**src/rtl/if_id_queue.sv**
```systemverilog
// if_id_queue
// DEPTH-entry FIFO of (pc, inst) pairs sitting between instruction fetch and
// decode, followed by a registered output stage that feeds ID.  An empty,
// unstalled queue forwards a push straight into the output stage, so the
// latency matches the old single-register IF/ID stage.  A flush discards the
// queue and the output stage.  With nothing to hand out, ID sees a bubble
// (pc 0, inst 0, valid 0).
//
// Ports
//   clk_in     clock, all state updates on posedge
//   rst_in     asynchronous active-low reset
//   rdy_in     global ready; 0 freezes every register
//   flush_in   jump/branch taken: clear queue and output stage
//   stall_in   ID stalled: output stage holds, pushes may still queue
//   instE_in   IF presents a valid instruction
//   pc_in      pc of pushed instruction
//   inst_in    pushed instruction
//   full_out   count == DEPTH (combinational from count only)
//   count_out  queue occupancy, output stage not included
//   pc_out     registered pc to ID
//   inst_out   registered instruction to ID
//   valid_out  registered; pc_out/inst_out carry a real instruction
module if_id_queue #(
   parameter int ADDR_WIDTH = 32,
   parameter int INST_WIDTH = 32,
   parameter int DEPTH      = 4,
   parameter int PTR_WIDTH  = 2
) (
   input  logic                  clk_in,
   input  logic                  rst_in,
   input  logic                  rdy_in,
   input  logic                  flush_in,
   input  logic                  stall_in,
   input  logic                  instE_in,
   input  logic [ADDR_WIDTH-1:0] pc_in,
   input  logic [INST_WIDTH-1:0] inst_in,
   output logic                  full_out,
   output logic [PTR_WIDTH:0]    count_out,
   output logic [ADDR_WIDTH-1:0] pc_out,
   output logic [INST_WIDTH-1:0] inst_out,
   output logic                  valid_out
);

   localparam logic [PTR_WIDTH:0]   CNT_FULL = (PTR_WIDTH+1)'(DEPTH);
   localparam logic [PTR_WIDTH:0]   CNT_ONE  = (PTR_WIDTH+1)'(1);
   localparam logic [PTR_WIDTH-1:0] PTR_ONE  = PTR_WIDTH'(1);

   logic [ADDR_WIDTH-1:0] pc_mem   [DEPTH];
   logic [INST_WIDTH-1:0] inst_mem [DEPTH];

   logic [PTR_WIDTH-1:0]  rd_ptr_q, rd_ptr_d;
   logic [PTR_WIDTH-1:0]  wr_ptr_q, wr_ptr_d;
   logic [PTR_WIDTH:0]    count_q, count_d;
   logic [ADDR_WIDTH-1:0] pc_q, pc_d;
   logic [INST_WIDTH-1:0] inst_q, inst_d;
   logic                  valid_q, valid_d;
   logic                  wr_en;

   always_comb begin
      rd_ptr_d = rd_ptr_q;
      wr_ptr_d = wr_ptr_q;
      count_d  = count_q;
      pc_d     = pc_q;
      inst_d   = inst_q;
      valid_d  = valid_q;
      wr_en    = 1'b0;

      if (flush_in) begin
         rd_ptr_d = '0;
         wr_ptr_d = '0;
         count_d  = '0;
         pc_d     = '0;
         inst_d   = '0;
         valid_d  = 1'b0;
      end else if (stall_in) begin
         if (instE_in && (count_q != CNT_FULL)) begin
            wr_en    = 1'b1;
            wr_ptr_d = wr_ptr_q + PTR_ONE;
            count_d  = count_q + CNT_ONE;
         end
      end else if (count_q != '0) begin
         pc_d     = pc_mem[rd_ptr_q];
         inst_d   = inst_mem[rd_ptr_q];
         valid_d  = 1'b1;
         rd_ptr_d = rd_ptr_q + PTR_ONE;
         // The pop frees a slot this cycle, so a push is taken even at full;
         // at full wr_ptr equals rd_ptr and the head is read before the write.
         if (instE_in) begin
            wr_en    = 1'b1;
            wr_ptr_d = wr_ptr_q + PTR_ONE;
         end else begin
            count_d  = count_q - CNT_ONE;
         end
      end else if (instE_in) begin
         pc_d    = pc_in;
         inst_d  = inst_in;
         valid_d = 1'b1;
      end else begin
         pc_d    = '0;
         inst_d  = '0;
         valid_d = 1'b0;
      end
   end

   always_ff @(posedge clk_in or negedge rst_in) begin
      if (!rst_in) begin
         rd_ptr_q <= '0;
         wr_ptr_q <= '0;
         count_q  <= '0;
         pc_q     <= '0;
         inst_q   <= '0;
         valid_q  <= 1'b0;
      end else if (rdy_in) begin
         rd_ptr_q <= rd_ptr_d;
         wr_ptr_q <= wr_ptr_d;
         count_q  <= count_d;
         pc_q     <= pc_d;
         inst_q   <= inst_d;
         valid_q  <= valid_d;
      end
   end

   // Storage carries no reset; occupancy is tracked by count_q alone.
   always_ff @(posedge clk_in) begin
      if (rdy_in && wr_en) begin
         pc_mem[wr_ptr_q]   <= pc_in;
         inst_mem[wr_ptr_q] <= inst_in;
      end
   end

   assign full_out  = (count_q == CNT_FULL);
   assign count_out = count_q;
   assign pc_out    = pc_q;
   assign inst_out  = inst_q;
   assign valid_out = valid_q;

endmodule

```
**config.mk**
```make
export PLATFORM = sky130hd
export DESIGN_NAME = if_id_queue
export DESIGN_NICKNAME = d
export VERILOG_FILES = /design/src/rtl/if_id_queue.sv
export SDC_FILE = /design/constraint.sdc
export NUM_CORES = 1
export LEC_CHECK = 0
export BUFFER_PORTS_ARGS = -buffer_cell sky130_fd_sc_hd__buf_4
export CORE_MARGIN = 1.5
export CORE_UTILIZATION = 60
export DETAILED_ROUTE_END_ITERATION = 8
export MAX_ROUTING_LAYER = met4
export PLACE_DENSITY = 0.89
export SLEW_MARGIN = 20
export SYNTH_ARGS = -nofsm -noshare
export SYNTH_HDL_FRONTEND = slang
export SYNTH_SLANG_ARGS = --single-unit
```
**constraint.sdc**
```tcl
create_clock -name clk_in -period 6 [get_ports clk_in]
set_input_delay 1.2 -clock clk_in [delete_from_list [all_inputs] [get_ports clk_in]]
set_output_delay 1.2 -clock clk_in [all_outputs]
set_load 0.02 [all_outputs]
```
==> results.sh <==
export IMPL_outcome="finished, final reports clean"
export IMPL_max_cap_violations=0
export IMPL_netlist_instances=612
export IMPL_r2r_start="rd_ptr_q[0]"
export IMPL_floorplan_rows=52
export IMPL_cts_setup_buffers=0
export IMPL_tns_ps=0
export IMPL_nFillCells=1184
export IMPL_critPathCaptureType="register"
export IMPL_rrSetupSlack_ps=3290
export IMPL_critical_path_endpoint="inst_mem[1][28]"
export IMPL_multi_input_area_sq_um=2500
export IMPL_fin_crit_sh_pct=49.7
export IMPL_final_min_clock_period_ps=2980
export IMPL_nNetsFinal=826
export IMPL_setup_viol_count_final=0
export IMPL_hp_class="reg -> reg"
export IMPL_drt_iter0_drc=1070
export IMPL_grt_pass1_vias=6957
export IMPL_relSlewSlack_pct=31.5
export IMPL_die_area_sq_um=21700
export IMPL_cts_root_buf="clkbuf_16"
export IMPL_finalWirelength_um=26800
export IMPL_grt_usage_pct=25.9
export IMPL_cp_arrival_ps=3140
export IMPL_p_per_area_nw_per_um2=413
export IMPL_synth_edff_count=256
export IMPL_synthTopCellsByCount="edfxtp_1 (256), dfrtp_1 (72), inv_1 (70)"
export IMPL_grt_pass1_wl_um=40800
export IMPL_yosysTopAreaCell="edfxtp_1"
export IMPL_htree_levels=1
export IMPL_final_hold_viol_count=0
export IMPL_detail_route_vias_per_cell=6.44
export IMPL_antenna_found_initial=0
export IMPL_ys_warn_count=0
export IMPL_power_leakage_uw=0.00571
export IMPL_ctsResizeCount=0
export IMPL_cts_max_path_buffers=3
export IMPL_startpoint="stall_in"
export IMPL_hpwl_um=14500
export IMPL_crit_fanout=64
export IMPL_synth_seq_cells=328
export IMPL_cts_tree="built"
export IMPL_die_h_um=147
export IMPL_cts_buffers=31
export IMPL_area_growth_syn_to_layout_pct=18.0
export IMPL_cts_sinks=328
export IMPL_holdWs_ps=513
export IMPL_slew_violations=0
export IMPL_reg2reg_depth=4
export IMPL_synth_area_leaders="edfxtp_1 (62%), dfrtp_1 (14%), mux4_2 (11%)"
export IMPL_async_flop_share_pct=22.0
export IMPL_required_ps=6160
export IMPL_regArea_sq_um=9490
export IMPL_insertion_delay_ps=550
export IMPL_irDropWorstVdd_uv=308
export IMPL_drive_above_1_share_pct=34.1
export IMPL_yosys_most_used_dff="edfxtp_1"
export IMPL_synth_cell_type_count=40
export IMPL_startpoint_type="input port"
export IMPL_ant_nets=0
export IMPL_num_vias=6732
export IMPL_synth_top_area_share_pct=61.6
export IMPL_post_synth_cell_area_avg_sq_um=20.4
export IMPL_initial_core_util_pct=61.5
export IMPL_yosys_cell_count_top_type="edfxtp_1"
export IMPL_grt_setup_unrepaired="no"
export IMPL_die_w_um=147
export IMPL_place_congestion=0.764
export IMPL_port_buffers=138
export IMPL_syn_area_sq_um=12500
export IMPL_tightest_slew_ps=1030
export IMPL_fin_skew_ps=11.0
export IMPL_dr_pass1_iters=8
export IMPL_crit_type="in -> reg"
export IMPL_routedWlPerCell_um=25.6
export IMPL_clock_fmax_ghz=0.335
export IMPL_hold_buffers=0
export IMPL_reg2reg_to="pc_out[9]"
export IMPL_seq_area_frac_synth_pct=76.1
export IMPL_syn_num_nets=687
export IMPL_antenna_cells=0
export IMPL_grt_max_degree=73
export IMPL_clk_pin_slew_ps=60
export IMPL_route_detailed_drc=0
export IMPL_core_sq_um=20300
export IMPL_overflow=0
export IMPL_ioPinCount=139
## sequential cells by signal (all words and copies together), names as in the netlist
signal	count
rd_ptr_q	2
wr_ptr_q	2
pc_out	32
inst_mem	128
valid_out	1
inst_out	32
count_out	3
pc_mem	128
## worst max-delay path, cell delays in order
cell and delay [ps]:
buf_4 160, xnor2_1 150, a21boi_1 580, and3_4 1000
## routing by layer
layer	GRT usage, %	up-vias	wire length, um
met3	4.10	56	2380
met2	42.2	400	13900
met4	8.45	0	697
met5	-	-	0
li1	-	2802	-
met1	34.0	3474	9800
## metrics by stage
stage               power, uW  util (%)  cell area, sq um  setup WS (ps)  instances
CTS                      6110      72.5             14700           3060       1046
finish                   6080      72.5             14700           3020       1046
floorplan                3670         -             12500           2100        612
detailed placement       4110      67.3             13700           2560        988
global route             6270      72.5             14700           2960       1046
global placement         4050      67.3             13700           2710        988
## power by group
group          leakage (uW)  internal [uW]  switching, uW
Clock              0.000506           1170            823
Combinational       0.00193            587            640
Sequential          0.00328           2670            191
Total               0.00571           4430           1650
## layout make-up
cell class | count | area share [%]
well taps | 270 | 2.29
inverters | 71 | 1.81
clock inverters | 14 | 1.09
clock buffers | 44 | 6.07
multi-input cells | 177 | 17.0
flip-flops and latches | 328 | 64.5
repair buffers | 142 | 7.26
## how the worst min path moves through the flow
| stage | depth (start not counted) | to | slack [ps] | from |
|---|---|---|---|---|
| after detailed placement | 2 | pc_out[4] | 500 | pc_out[4] |
| after floorplan | 2 | wr_ptr_q[1] | 520 | wr_ptr_q[1] |
| final | 2 | pc_out[1] | 510 | pc_out[1] |
| after CTS | 2 | pc_out[4] | 510 | pc_out[4] |
| after global routing | 2 | pc_out[31] | 530 | pc_out[31] |
| after global placement | 2 | pc_out[2] | 490 | pc_out[2] |
## layout by cell type, fill, tap and decap left out, types with 3 or more instances in the layout
master	count
edfxtp_1	256
buf_4	141
inv_1	70
dfrtp_1	70
a222oi_1	64
mux4_2	59
clkbuf_16	31
clkbuf_8	7
nor2_1	6
clkbuf_1	6
nand2_1	5
mux4_1	5
and3_4	4
ha_1	4
clkinvlp_4	4
bufinv_16	3
clkinv_2	3
## kinds of logic (layout without fill, tap and decap cells)
| kind of cell | count (synthesis) | in the layout | synth area share (%) |
|---|---|---|---|
| DFF | 328 | 328 | 76.1 |
| buffers and inverters | 107 | 271 | 4.17 |
| AOI/OAI and AO/OA | 78 | 78 | 5.97 |
| muxes | 65 | 65 | 11.8 |
| and+or+nand+nor | 26 | 26 | 1.23 |
| adders and majority gates | 5 | 5 | 0.562 |
| xor gates and xnor gates | 3 | 3 | 0.211 |
(Power assumes the default switching activity.)
